$ cat src/rtl/uart_buffered_pkg.sv
// Shared definitions for uart_buffered: default bit timing, core transfer
// size encodings, FSM state types, the latched core request and a helper
// mapping a size code to the index of its last byte.
package uart_buffered_pkg;

  localparam int unsigned CLK_FREQ_HZ         = 50_000_000;
  localparam int unsigned DEFAULT_BAUD        = 115_200;
  localparam int unsigned CLK_PER_BIT_DEFAULT = CLK_FREQ_HZ / DEFAULT_BAUD;

  // Core transfer sizes; code 3 behaves like a word.
  localparam logic [1:0] UART_SZ_B = 2'd0;
  localparam logic [1:0] UART_SZ_H = 2'd1;
  localparam logic [1:0] UART_SZ_W = 2'd2;

  typedef enum logic [1:0] {CORE_IDLE, CORE_WR, CORE_RD, CORE_FIN} core_state_e;
  typedef enum logic [1:0] {RX_IDLE, RX_START, RX_DATA, RX_STOP}   rx_state_e;
  typedef enum logic       {TX_IDLE, TX_SEND}                      tx_state_e;

  typedef struct packed {
    logic [1:0]  size;
    logic        wr;
    logic [31:0] data;
  } core_req_t;

  function automatic logic [1:0] last_byte_idx(input logic [1:0] sz);
    case (sz)
      UART_SZ_B: return 2'd0;
      UART_SZ_H: return 2'd1;
      default:   return 2'd3;
    endcase
  endfunction

endpackage

$ cat src/rtl/uart_byte_fifo.sv
// Byte FIFO with first-word fall-through output.
// Ports:
//   clk, rstn      clock, async active-low reset
//   push, din      write strobe / data (ignored when full unless popping)
//   pop, dout      read strobe / head entry (combinational)
//   count          occupancy, ADDR+1 bits so full and empty differ
//   full, empty    status
module uart_byte_fifo #(
  parameter int DEPTH = 16,
  parameter int ADDR  = 4
) (
  input  logic          clk,
  input  logic          rstn,
  input  logic          push,
  input  logic [7:0]    din,
  input  logic          pop,
  output logic [7:0]    dout,
  output logic [ADDR:0] count,
  output logic          full,
  output logic          empty
);

  localparam int CW = ADDR + 1;

  logic [7:0]      mem_q [DEPTH];
  logic [ADDR-1:0] wptr_q, rptr_q;
  logic [ADDR:0]   count_q;
  logic            do_push, do_pop;

  assign full    = (count_q == CW'(DEPTH));
  assign empty   = (count_q == '0);
  assign count   = count_q;
  assign dout    = mem_q[rptr_q];
  // A pop frees the head slot in the same cycle, so a full FIFO still
  // accepts a push when it is also being popped.
  assign do_pop  = pop & ~empty;
  assign do_push = push & (~full | do_pop);

  always_ff @(posedge clk or negedge rstn) begin
    if (!rstn) begin
      wptr_q  <= '0;
      rptr_q  <= '0;
      count_q <= '0;
    end else begin
      if (do_push) wptr_q <= wptr_q + 1'b1;
      if (do_pop)  rptr_q <= rptr_q + 1'b1;
      case ({do_push, do_pop})
        2'b10:   count_q <= count_q + 1'b1;
        2'b01:   count_q <= count_q - 1'b1;
        default: count_q <= count_q;
      endcase
    end
  end

  // Storage needs no reset: entries are only read after being written.
  always_ff @(posedge clk) begin
    if (do_push) mem_q[wptr_q] <= din;
  end

endmodule

$ cat src/rtl/uart_buffered.sv
// Buffered 8N1 UART between the core I/O unit and the board pins.
// Core side moves 1/2/4-byte little-endian words through RX/TX byte FIFOs
// using an order/accepted/done handshake.
// Ports:
//   clk, rstn                     clock, async active-low reset
//   order, accepted, done         core handshake (pulses are one cycle)
//   size, write_flag, write_data  request: byte count code, direction, data
//   read_data                     last completed read, zero-extended
//   err_clear                     clears the sticky flags
//   rx_count, tx_count            FIFO occupancy
//   overrun, frame_err            sticky receive error flags
//   rxd, txd                      serial pins (txd idles high)
module uart_buffered
  import uart_buffered_pkg::*;
#(
  parameter int CLK_PER_BIT = CLK_PER_BIT_DEFAULT,
  parameter int RX_DEPTH    = 16,
  parameter int RX_ADDR     = 4,
  parameter int TX_DEPTH    = 16,
  parameter int TX_ADDR     = 4
) (
  input  logic             clk,
  input  logic             rstn,
  input  logic             order,
  output logic             accepted,
  output logic             done,
  input  logic [1:0]       size,
  input  logic             write_flag,
  input  logic [31:0]      write_data,
  output logic [31:0]      read_data,
  input  logic             err_clear,
  output logic [RX_ADDR:0] rx_count,
  output logic [TX_ADDR:0] tx_count,
  output logic             overrun,
  output logic             frame_err,
  input  logic             rxd,
  output logic             txd
);

  localparam int                CNT_W    = $clog2(CLK_PER_BIT);
  localparam logic [CNT_W-1:0]  CNT_LAST = CNT_W'(CLK_PER_BIT - 1);
  localparam logic [CNT_W-1:0]  CNT_HALF = CNT_W'(CLK_PER_BIT / 2 - 1);

  // ---------------- FIFOs ----------------
  logic       rx_push, rx_pop, rx_full, rx_empty;
  logic [7:0] rx_din, rx_dout;
  logic       tx_push, tx_pop, tx_full, tx_empty;
  logic [7:0] tx_din, tx_dout;

  uart_byte_fifo #(.DEPTH(RX_DEPTH), .ADDR(RX_ADDR)) u_rx_fifo (
    .clk(clk), .rstn(rstn), .push(rx_push), .din(rx_din), .pop(rx_pop),
    .dout(rx_dout), .count(rx_count), .full(rx_full), .empty(rx_empty)
  );

  uart_byte_fifo #(.DEPTH(TX_DEPTH), .ADDR(TX_ADDR)) u_tx_fifo (
    .clk(clk), .rstn(rstn), .push(tx_push), .din(tx_din), .pop(tx_pop),
    .dout(tx_dout), .count(tx_count), .full(tx_full), .empty(tx_empty)
  );

  // ---------------- Core FSM ----------------
  core_state_e state_q;
  core_req_t   req_q;
  logic [1:0]  k_q;
  logic [31:0] asm_q;
  logic [1:0]  last_k;

  assign last_k  = last_byte_idx(req_q.size);
  assign tx_push = (state_q == CORE_WR) && !tx_full;
  assign tx_din  = req_q.data[{k_q, 3'b000} +: 8];
  assign rx_pop  = (state_q == CORE_RD) && !rx_empty;

  always_ff @(posedge clk or negedge rstn) begin
    if (!rstn) begin
      state_q   <= CORE_IDLE;
      req_q     <= '0;
      k_q       <= '0;
      asm_q     <= '0;
      accepted  <= 1'b0;
      done      <= 1'b0;
      read_data <= '0;
    end else begin
      accepted <= 1'b0;
      done     <= 1'b0;
      case (state_q)
        CORE_IDLE: if (order) begin
          accepted <= 1'b1;
          req_q    <= '{size: size, wr: write_flag, data: write_data};
          k_q      <= '0;
          asm_q    <= '0;
          state_q  <= write_flag ? CORE_WR : CORE_RD;
        end
        CORE_WR: if (!tx_full) begin
          k_q <= k_q + 1'b1;
          if (k_q == last_k) state_q <= CORE_FIN;
        end
        CORE_RD: if (!rx_empty) begin
          asm_q[{k_q, 3'b000} +: 8] <= rx_dout;
          k_q <= k_q + 1'b1;
          if (k_q == last_k) state_q <= CORE_FIN;
        end
        default: begin
          done <= 1'b1;
          if (!req_q.wr) read_data <= asm_q;
          state_q <= CORE_IDLE;
        end
      endcase
    end
  end

  // ---------------- Receiver ----------------
  rx_state_e        rx_state_q;
  logic             rxd_s1_q, rxd_s2_q, rxd_prev_q;
  logic [CNT_W-1:0] rx_cnt_q;
  logic [2:0]       rx_bit_q;
  logic [7:0]       rx_sh_q;
  logic             rx_stop_tick;

  assign rx_stop_tick = (rx_state_q == RX_STOP) && (rx_cnt_q == CNT_LAST);
  assign rx_push      = rx_stop_tick && rxd_s2_q;
  assign rx_din       = rx_sh_q;

  always_ff @(posedge clk or negedge rstn) begin
    if (!rstn) begin
      rxd_s1_q   <= 1'b1;
      rxd_s2_q   <= 1'b1;
      rxd_prev_q <= 1'b1;
      rx_state_q <= RX_IDLE;
      rx_cnt_q   <= '0;
      rx_bit_q   <= '0;
      rx_sh_q    <= '0;
    end else begin
      rxd_s1_q   <= rxd;
      rxd_s2_q   <= rxd_s1_q;
      rxd_prev_q <= rxd_s2_q;
      case (rx_state_q)
        RX_IDLE: if (rxd_prev_q && !rxd_s2_q) begin
          rx_state_q <= RX_START;
          rx_cnt_q   <= '0;
        end
        RX_START: begin
          if (rx_cnt_q == CNT_HALF) begin
            rx_cnt_q <= '0;
            rx_bit_q <= '0;
            // Line back high at mid start bit: treat it as a glitch.
            rx_state_q <= rxd_s2_q ? RX_IDLE : RX_DATA;
          end else begin
            rx_cnt_q <= rx_cnt_q + 1'b1;
          end
        end
        RX_DATA: begin
          if (rx_cnt_q == CNT_LAST) begin
            rx_cnt_q <= '0;
            rx_sh_q  <= {rxd_s2_q, rx_sh_q[7:1]};
            rx_bit_q <= rx_bit_q + 1'b1;
            if (rx_bit_q == 3'd7) rx_state_q <= RX_STOP;
          end else begin
            rx_cnt_q <= rx_cnt_q + 1'b1;
          end
        end
        default: begin
          if (rx_cnt_q == CNT_LAST) rx_state_q <= RX_IDLE;
          else                      rx_cnt_q   <= rx_cnt_q + 1'b1;
        end
      endcase
    end
  end

  // ---------------- Sticky flags ----------------
  logic ovr_set, fe_set;
  // A same-cycle core pop makes room, so that byte is not lost.
  assign ovr_set = rx_stop_tick && rxd_s2_q && rx_full && !rx_pop;
  assign fe_set  = rx_stop_tick && !rxd_s2_q;

  always_ff @(posedge clk or negedge rstn) begin
    if (!rstn) begin
      overrun   <= 1'b0;
      frame_err <= 1'b0;
    end else begin
      if (err_clear)    overrun <= 1'b0;
      else if (ovr_set) overrun <= 1'b1;
      if (err_clear)    frame_err <= 1'b0;
      else if (fe_set)  frame_err <= 1'b1;
    end
  end

  // ---------------- Transmitter ----------------
  tx_state_e        tx_state_q;
  logic [CNT_W-1:0] tx_cnt_q;
  logic [3:0]       tx_bit_q;   // 0 start, 1..8 data, 9 stop
  logic [8:0]       tx_sh_q;    // remaining data bits plus stop bit
  logic             txd_q;
  logic             tx_frame_end, tx_load;

  assign tx_frame_end = (tx_state_q == TX_SEND) && (tx_cnt_q == CNT_LAST) &&
                        (tx_bit_q == 4'd9);
  // Reloading at the end of the stop bit gives gapless back-to-back frames.
  assign tx_load = !tx_empty && ((tx_state_q == TX_IDLE) || tx_frame_end);
  assign tx_pop  = tx_load;
  assign txd     = txd_q;

  always_ff @(posedge clk or negedge rstn) begin
    if (!rstn) begin
      tx_state_q <= TX_IDLE;
      tx_cnt_q   <= '0;
      tx_bit_q   <= '0;
      tx_sh_q    <= '1;
      txd_q      <= 1'b1;
    end else if (tx_load) begin
      tx_state_q <= TX_SEND;
      tx_cnt_q   <= '0;
      tx_bit_q   <= '0;
      tx_sh_q    <= {1'b1, tx_dout};
      txd_q      <= 1'b0;
    end else if (tx_frame_end) begin
      tx_state_q <= TX_IDLE;
      txd_q      <= 1'b1;
    end else if (tx_state_q == TX_SEND) begin
      if (tx_cnt_q == CNT_LAST) begin
        tx_cnt_q <= '0;
        tx_bit_q <= tx_bit_q + 1'b1;
        txd_q    <= tx_sh_q[0];
        tx_sh_q  <= {1'b1, tx_sh_q[8:1]};
      end else begin
        tx_cnt_q <= tx_cnt_q + 1'b1;
      end
    end
  end

endmodule

$ cat config.mk
export PLATFORM = sky130hd
export DESIGN_NAME = uart_buffered
export DESIGN_NICKNAME = d
export VERILOG_FILES = /design/src/rtl/uart_buffered_pkg.sv /design/src/rtl/uart_byte_fifo.sv /design/src/rtl/uart_buffered.sv
export SDC_FILE = /design/constraint.sdc
export NUM_CORES = 1
export LEC_CHECK = 0
export CAP_MARGIN = 20
export CORE_UTILIZATION = 54
export DETAILED_ROUTE_END_ITERATION = 16
export DONT_BUFFER_PORTS = 1
export HOLD_SLACK_MARGIN = 0.1
export PLACE_DENSITY = 0.69
export RECOVER_POWER = 50
export REMOVE_ABC_BUFFERS = 1
export SLEW_MARGIN = 20
export SYNTH_ARGS = -nofsm -noshare
export SYNTH_HDL_FRONTEND = slang
export SYNTH_SLANG_ARGS = --single-unit
$ cat constraint.sdc
create_clock -name clk -period 8.55 [get_ports clk]
set_input_delay 2.565 -clock clk [delete_from_list [all_inputs] [get_ports clk]]
set_output_delay 2.565 -clock clk [all_outputs]
set_load 0.005 [all_outputs]
==> results.cfg, run 1 <==
[status]
outcome = finished with violations
violations = max-capacitance violations, max-slew violations

[clocking]
cts.sinks = 437
h-tree-depth = 2
clk-insertion-delay-late_ps = 550
clk_pin_slew_ps = 60
cts_buffers = 45
postCtsResizedCells = 0
hold_buffers = 0
clockBufferDepth = 3
tritoncts = done
clock-root-buffer = clkbuf_16
post_cts_buffers = 0

[routing]
avgRoutedWirePerCell_um = 22.0
drc = 0
firstDrtPassIters = 5
drt_iter0_drc = 674
ant_nets = 0
num_vias = 9470
drt_wl_total_mm = 35.4
via_per_inst = 5.87

[setup_path]
crit_fanout = 38
cp-start-kind = input port
cp-end-kind = flip-flop
reg2regPathDepth = 13
reg2reg_to = u_rx_fifo.count[4]
crit_type = in -> reg
r2r_slack_ps = 4770
reg2reg_from = rx_cnt_q[1]
cp_data_required_time_ps = 9040
worstPathArrival_ps = 4580

[die]
die_w_um = 184
fp.coreArea_um2 = 32600
start_util_pct = 55.1
ios = 87
std_cell_rows = 66
die-area_um2 = 34000
die_y_um = 184

[yosys]
synth_cells = 1116
synth_warnings = 0
ys_seq_area_share_pct = 68.0
synth_seq_cells = 437
netlist_top_cells_area = edfxtp_1 43%, dfrtp_1 24%, mux4_2 8.3%
post-synth-top-count-cell = edfxtp_1
yosys-top-cells-count = 256 x edfxtp_1, 169 x dfrtp_1, 89 x mux2_2, 67 x nand2_1, 66 x mux4_2
synth_area_um2 = 18000
synth_flop_cell = edfxtp_1
avgSynthCellArea_um2 = 16.1
synth.largest_area_cell = edfxtp_1
async_flop_share_pct = 41.4
synth_top_area_share_pct = 42.8
synth_edf_count = 256
synth_cell_type_count = 57

[grt]
antenna_found_initial = 3
grt_first_pass_wirelength_mm = 55.8
grt_use_total_pct = 21.9
grt_start_max_net_pins = 182
grt_pass1_vias = 9742
grt_overflow_total = 0

[timing]
hold_violations = 0
slew_headroom_pct = -16.0
rsz0062_at_grt = false
skew_ps = 15.2
finalCritPeriodShare_pct = 47.9
setup_viol = 0
holdWs_ps = 361
fmax_mhz = 244
min_period_ps = 4100
slew_viol_final = 33
tightest_slew_ps = 1740
tns_ps = 0

[flow_run]
max-cap-violations = 1

[worst_hold_path]
hp-start = rxd_s1_q
hold_depth = 0
hold_end = rxd_s2_q
min_path_type = reg -> reg

[placement]
dp.cells = 1527
hpwl_mm = 22.2
port_buffers = 0
gp_congestion = 0.811

[final_layout]
multi_input_area_um2 = 5440
drive_gt1_share_pct = 22.1
finalNonFillerCells = 1613
nFillCells = 2388
fin_nets = 1209
seqCellArea_um2 = 12200
area_growth_pct = 10.6

[pwr]
p_leak_nw = 7.14
power_density_nw_per_um2 = 288
peakVddDrop_uv = 187
worst max-delay path by stage:
stage | startpoint | end | cells after the start
floorplan | order | asm_q[16] | 5
global placement | order | asm_q[23] | 5
detailed placement | order | asm_q[31] | 5
CTS | order | asm_q[31] | 5
global route | order | asm_q[20] | 5
finish | order | asm_q[21] | 5
sequential cells by signal, indices dropped and copies added (netlist names), 9 cells and up:
register         cells
u_tx_fifo.mem_q    128
rx_cnt_q             9
asm_q               32
req_q               35
tx_cnt_q             9
read_data           32
u_rx_fifo.mem_q    128
critical path, stage by stage:
cell and delay, ps:
nand2_2 470, a21boi_0 410, or3_1 450, nor3_2 480, a22o_1 210
area by class of cell:
type                    count  share of cell area (%)
flip-flops and latches    437                    61.5
multi-input cells         603                    27.3
clock buffers              67                    6.48
well taps                 442                    2.78
clock inverters            16                   0.717
inverters                  30                   0.566
repair buffers             15                   0.547
diodes                      3                  0.0378
metal layers:
metal  up-vias  global-route usage, %  wire length [um]
li1       4309                      -                 -
met1      4862                   29.3             14900
met2       226                   35.8             17700
met3        73                   3.85              1710
met4         0                   8.63              1130
met5         -                      0                 0
cell families (layout without fill, tap and decap cells):
| logic type | Yosys count | after routing | share of synthesized area [%] |
|---|---|---|---|
| xor+xnor | 25 | 25 | 1.22 |
| compound gates | 165 | 165 | 6.29 |
| mux | 166 | 166 | 14.5 |
| fa+ha+maj | 37 | 37 | 2.66 |
| other cells | 0 | 3 | 0 |
| flops | 437 | 437 | 68.0 |
| buf+inv | 76 | 128 | 1.67 |
| simple gates | 210 | 210 | 5.67 |
through the flow:
stage	utilization, %	worst slack [ps]	instance area (um2)	power (mW)
6_report	61.0	4450	19900	5.74
5_1_grt	60.9	4280	19900	6.00
4_1_cts	61.0	4440	19900	5.79
3_5_place_dp	56.6	3870	18500	3.89
3_3_place_gp	56.6	3940	18500	3.84
2_1_floorplan	-	4000	17800	3.57
cells in the final DEF (no fill, tap or decap), types with 7 or more instances in the layout:
cell,Yosys,routed
edfxtp_1,256,256
dfrtp_1,169,168
mux2_2,89,89
mux4_2,66,66
nand2_1,67,66
nor2_1,61,61
clkbuf_16,0,45
o21ai_0,39,39
a22o_1,36,36
ha_1,35,35
inv_1,29,29
o22ai_1,20,20
xnor2_1,18,18
a21oi_1,17,17
a22oi_1,16,16
nand3_1,15,15
clkbuf_1,23,15
buf_4,0,14
nor3_1,13,13
mux2i_1,11,11
dfstp_2,12,11
a21o_1,10,10
and3_1,9,9
nand2b_1,8,8
clkbuf_8,0,8
xor2_1,7,7
report_power, final:
group | internal [mW] | leakage, nW | switching (mW) | total (mW)
Sequential | 2.63 | 4.39 | 0.175 | 2.81
Clock | 1.10 | 0.699 | 0.785 | 1.89
Combinational | 0.443 | 2.05 | 0.596 | 1.04
Total | 4.18 | 7.14 | 1.56 | 5.74
Power figures use the tool's default switching activity.
==> inputs of run 2 (changes only) <==
--- a/config.mk
+++ b/config.mk
@@ -10,7 +10,7 @@
 export DETAILED_ROUTE_END_ITERATION = 16
 export DONT_BUFFER_PORTS = 1
 export HOLD_SLACK_MARGIN = 0.1
-export PLACE_DENSITY = 0.69
+export PLACE_DENSITY = 0.72
 export RECOVER_POWER = 50
 export REMOVE_ABC_BUFFERS = 1
 export SLEW_MARGIN = 20
==> constraint.sdc (replaced) <==
create_clock -name clk -period 3.52 [get_ports clk]
set_input_delay 1.056 -clock clk [delete_from_list [all_inputs] [get_ports clk]]
set_output_delay 1.056 -clock clk [all_outputs]
set_load 0.005 [all_outputs]
==> results.cfg, run 2 (synthesis gave the netlist of run 1 again) <==
[timing]
finalCritPeriodShare_pct = 89.1
setup_viol = 0
rsz0062_at_grt = false
skew_ps = 25.2
hold_violations = 0
tns_ps = 0
fmax_mhz = 319
min_period_ps = 3140
slew_headroom_pct = -31.9
tightest_slew_ps = 1980
slew_viol_final = 38

[final_layout]
nFillCells = 2399
final_common_cell = edfxtp_1
drive_gt1_share_pct = 23.1
final_util_pct = 61.3
area_growth_pct = 11.1
final_cell_mix = 256 x edfxtp_1, 168 x dfrtp_1, 89 x mux2_2, 67 x nand2_1, 66 x mux4_2
fin_nets = 1229
largestRegisters = u_rx_fifo.mem_q x128, u_tx_fifo.mem_q x128, req_q x35

[pwr]
p_leak_nw = 7.21
power_density_nw_per_um2 = 692
totalPowerFinal_mw = 13.8
peakVddDrop_uv = 463

[die]
ios = 87
die_w_um = 184
die_y_um = 184
fp.coreArea_um2 = 32600
die-area_um2 = 34000
std_cell_rows = 66
start_util_pct = 55.1

[clocking]
cts_buffers = 44
post_cts_buffers = 0
clk-insertion-delay-late_ps = 550
cts.sinks = 437
h-tree-depth = 2
clock-root-buffer = clkbuf_16
tritoncts = done
clockBufferDepth = 3
hold_buffers = 0
clk_pin_slew_ps = 60
postCtsResizedCells = 0

[setup_path]
slowest_delay_ps = 420
crit_type = reg -> reg
worstPathArrival_ps = 3580
r2r_slack_ps = 380
crit_start = rx_cnt_q[1]
cp_top_family = simple AND/OR/NAND/NOR gates
cp_data_required_time_ps = 3960
crit_path_top_delay_cell = nor4_4
crit_end = u_rx_fifo.count[4]
crit_fanout = 6
crit_cells = 13
reg2reg_from = rx_cnt_q[1]
cp-end-kind = flip-flop
reg2reg_to = u_rx_fifo.count[4]
cp_cell_sequence = inv_1 > ha_1 > nand4b_1 > nor4_4 > nor4b_4 > inv_1 > ha_1 > ha_1 > nor2b_1 > o21ai_0 > a21oi_1 > nor3_1 > xnor2_1
cp_common_cell = ha_1
reg2regPathDepth = 13
cp-start-kind = flip-flop
cp_num_buf_inv = 2

[worst_hold_path]
min_path_type = in -> async

[grt]
grt_pass1_vias = 9756
antenna_found_initial = 1
grt_overflow_total = 0
grt_start_max_net_pins = 182
grt_use_total_pct = 21.8
grt_first_pass_wirelength_mm = 56.0

[routing]
avgRoutedWirePerCell_um = 21.9
num_vias = 9543
drc = 0
firstDrtPassIters = 7
drt_wl_total_mm = 35.7
drt_iter0_drc = 756
via_per_inst = 5.87
ant_nets = 0

[placement]
gp_congestion = 0.794
port_buffers = 0
hpwl_mm = 23.2

[status]
outcome = finished with violations
violations = max-capacitance violations, max-slew violations

[flow_run]
max-cap-violations = 1
[run 2: metal layers]
metal  track usage (%)  share of wire [%]
met4              6.17                2.2
met5                 0                  0
met1              29.5                 42
met3              3.34                4.3
met2              36.9                 51
[run 2: where the power goes]
group          leakage (nW)  internal, mW  switching, mW
registers              4.39          6.39          0.387
logic                  2.16          1.10           1.53
clock network         0.663          2.54           1.89
[run 2: how the worst min path moves through the flow]
stage | end | slack (ps) | cells after the start
after global routing | req_q[3] | 200 | 0
after global placement | rxd_s2_q | 350 | 0
after CTS | u_tx_fifo.rptr_q[3] | 200 | 0
final | req_q[3] | 220 | 0
after floorplan | rxd_s2_q | 350 | 0
after detailed placement | rxd_s2_q | 360 | 0
[run 2: worst register-to-register path, stage by stage (launching register included)]
cell and delay, ps:
dfrtp_1 400, inv_1 110, ha_1 170, nand4b_1 210, nor4_4 430, nor4b_4 290
inv_1 90, ha_1 240, ha_1 330, nor2b_1 140, o21ai_0 190, a21oi_1 100
nor3_1 220, xnor2_1 150
[run 2: through the flow]
step	setup WS [ps]	cell area, um2	hold WS, ps	std cells
floorplan	480	17800	345	1070
global placement	550	18600	348	1548
detailed placement	351	18600	357	1548
CTS	353	20000	202	1626
global route	114	20000	197	1627
finish	384	20000	220	1627
[run 2: cell type report]
class | count | area [um2] | share of cell area [%]
Sequential cell | 437 | 12200 | 61.2
Multi-Input combinational cell | 603 | 5450 | 27.3
Inverter | 30 | 113 | 0.564
Antenna cell | 1 | 2.50 | 0.0125
Clock buffer | 53 | 1140 | 5.73
Clock inverter | 25 | 213 | 1.06
Timing Repair Buffer | 36 | 275 | 1.38
Tap cell | 442 | 553 | 2.77
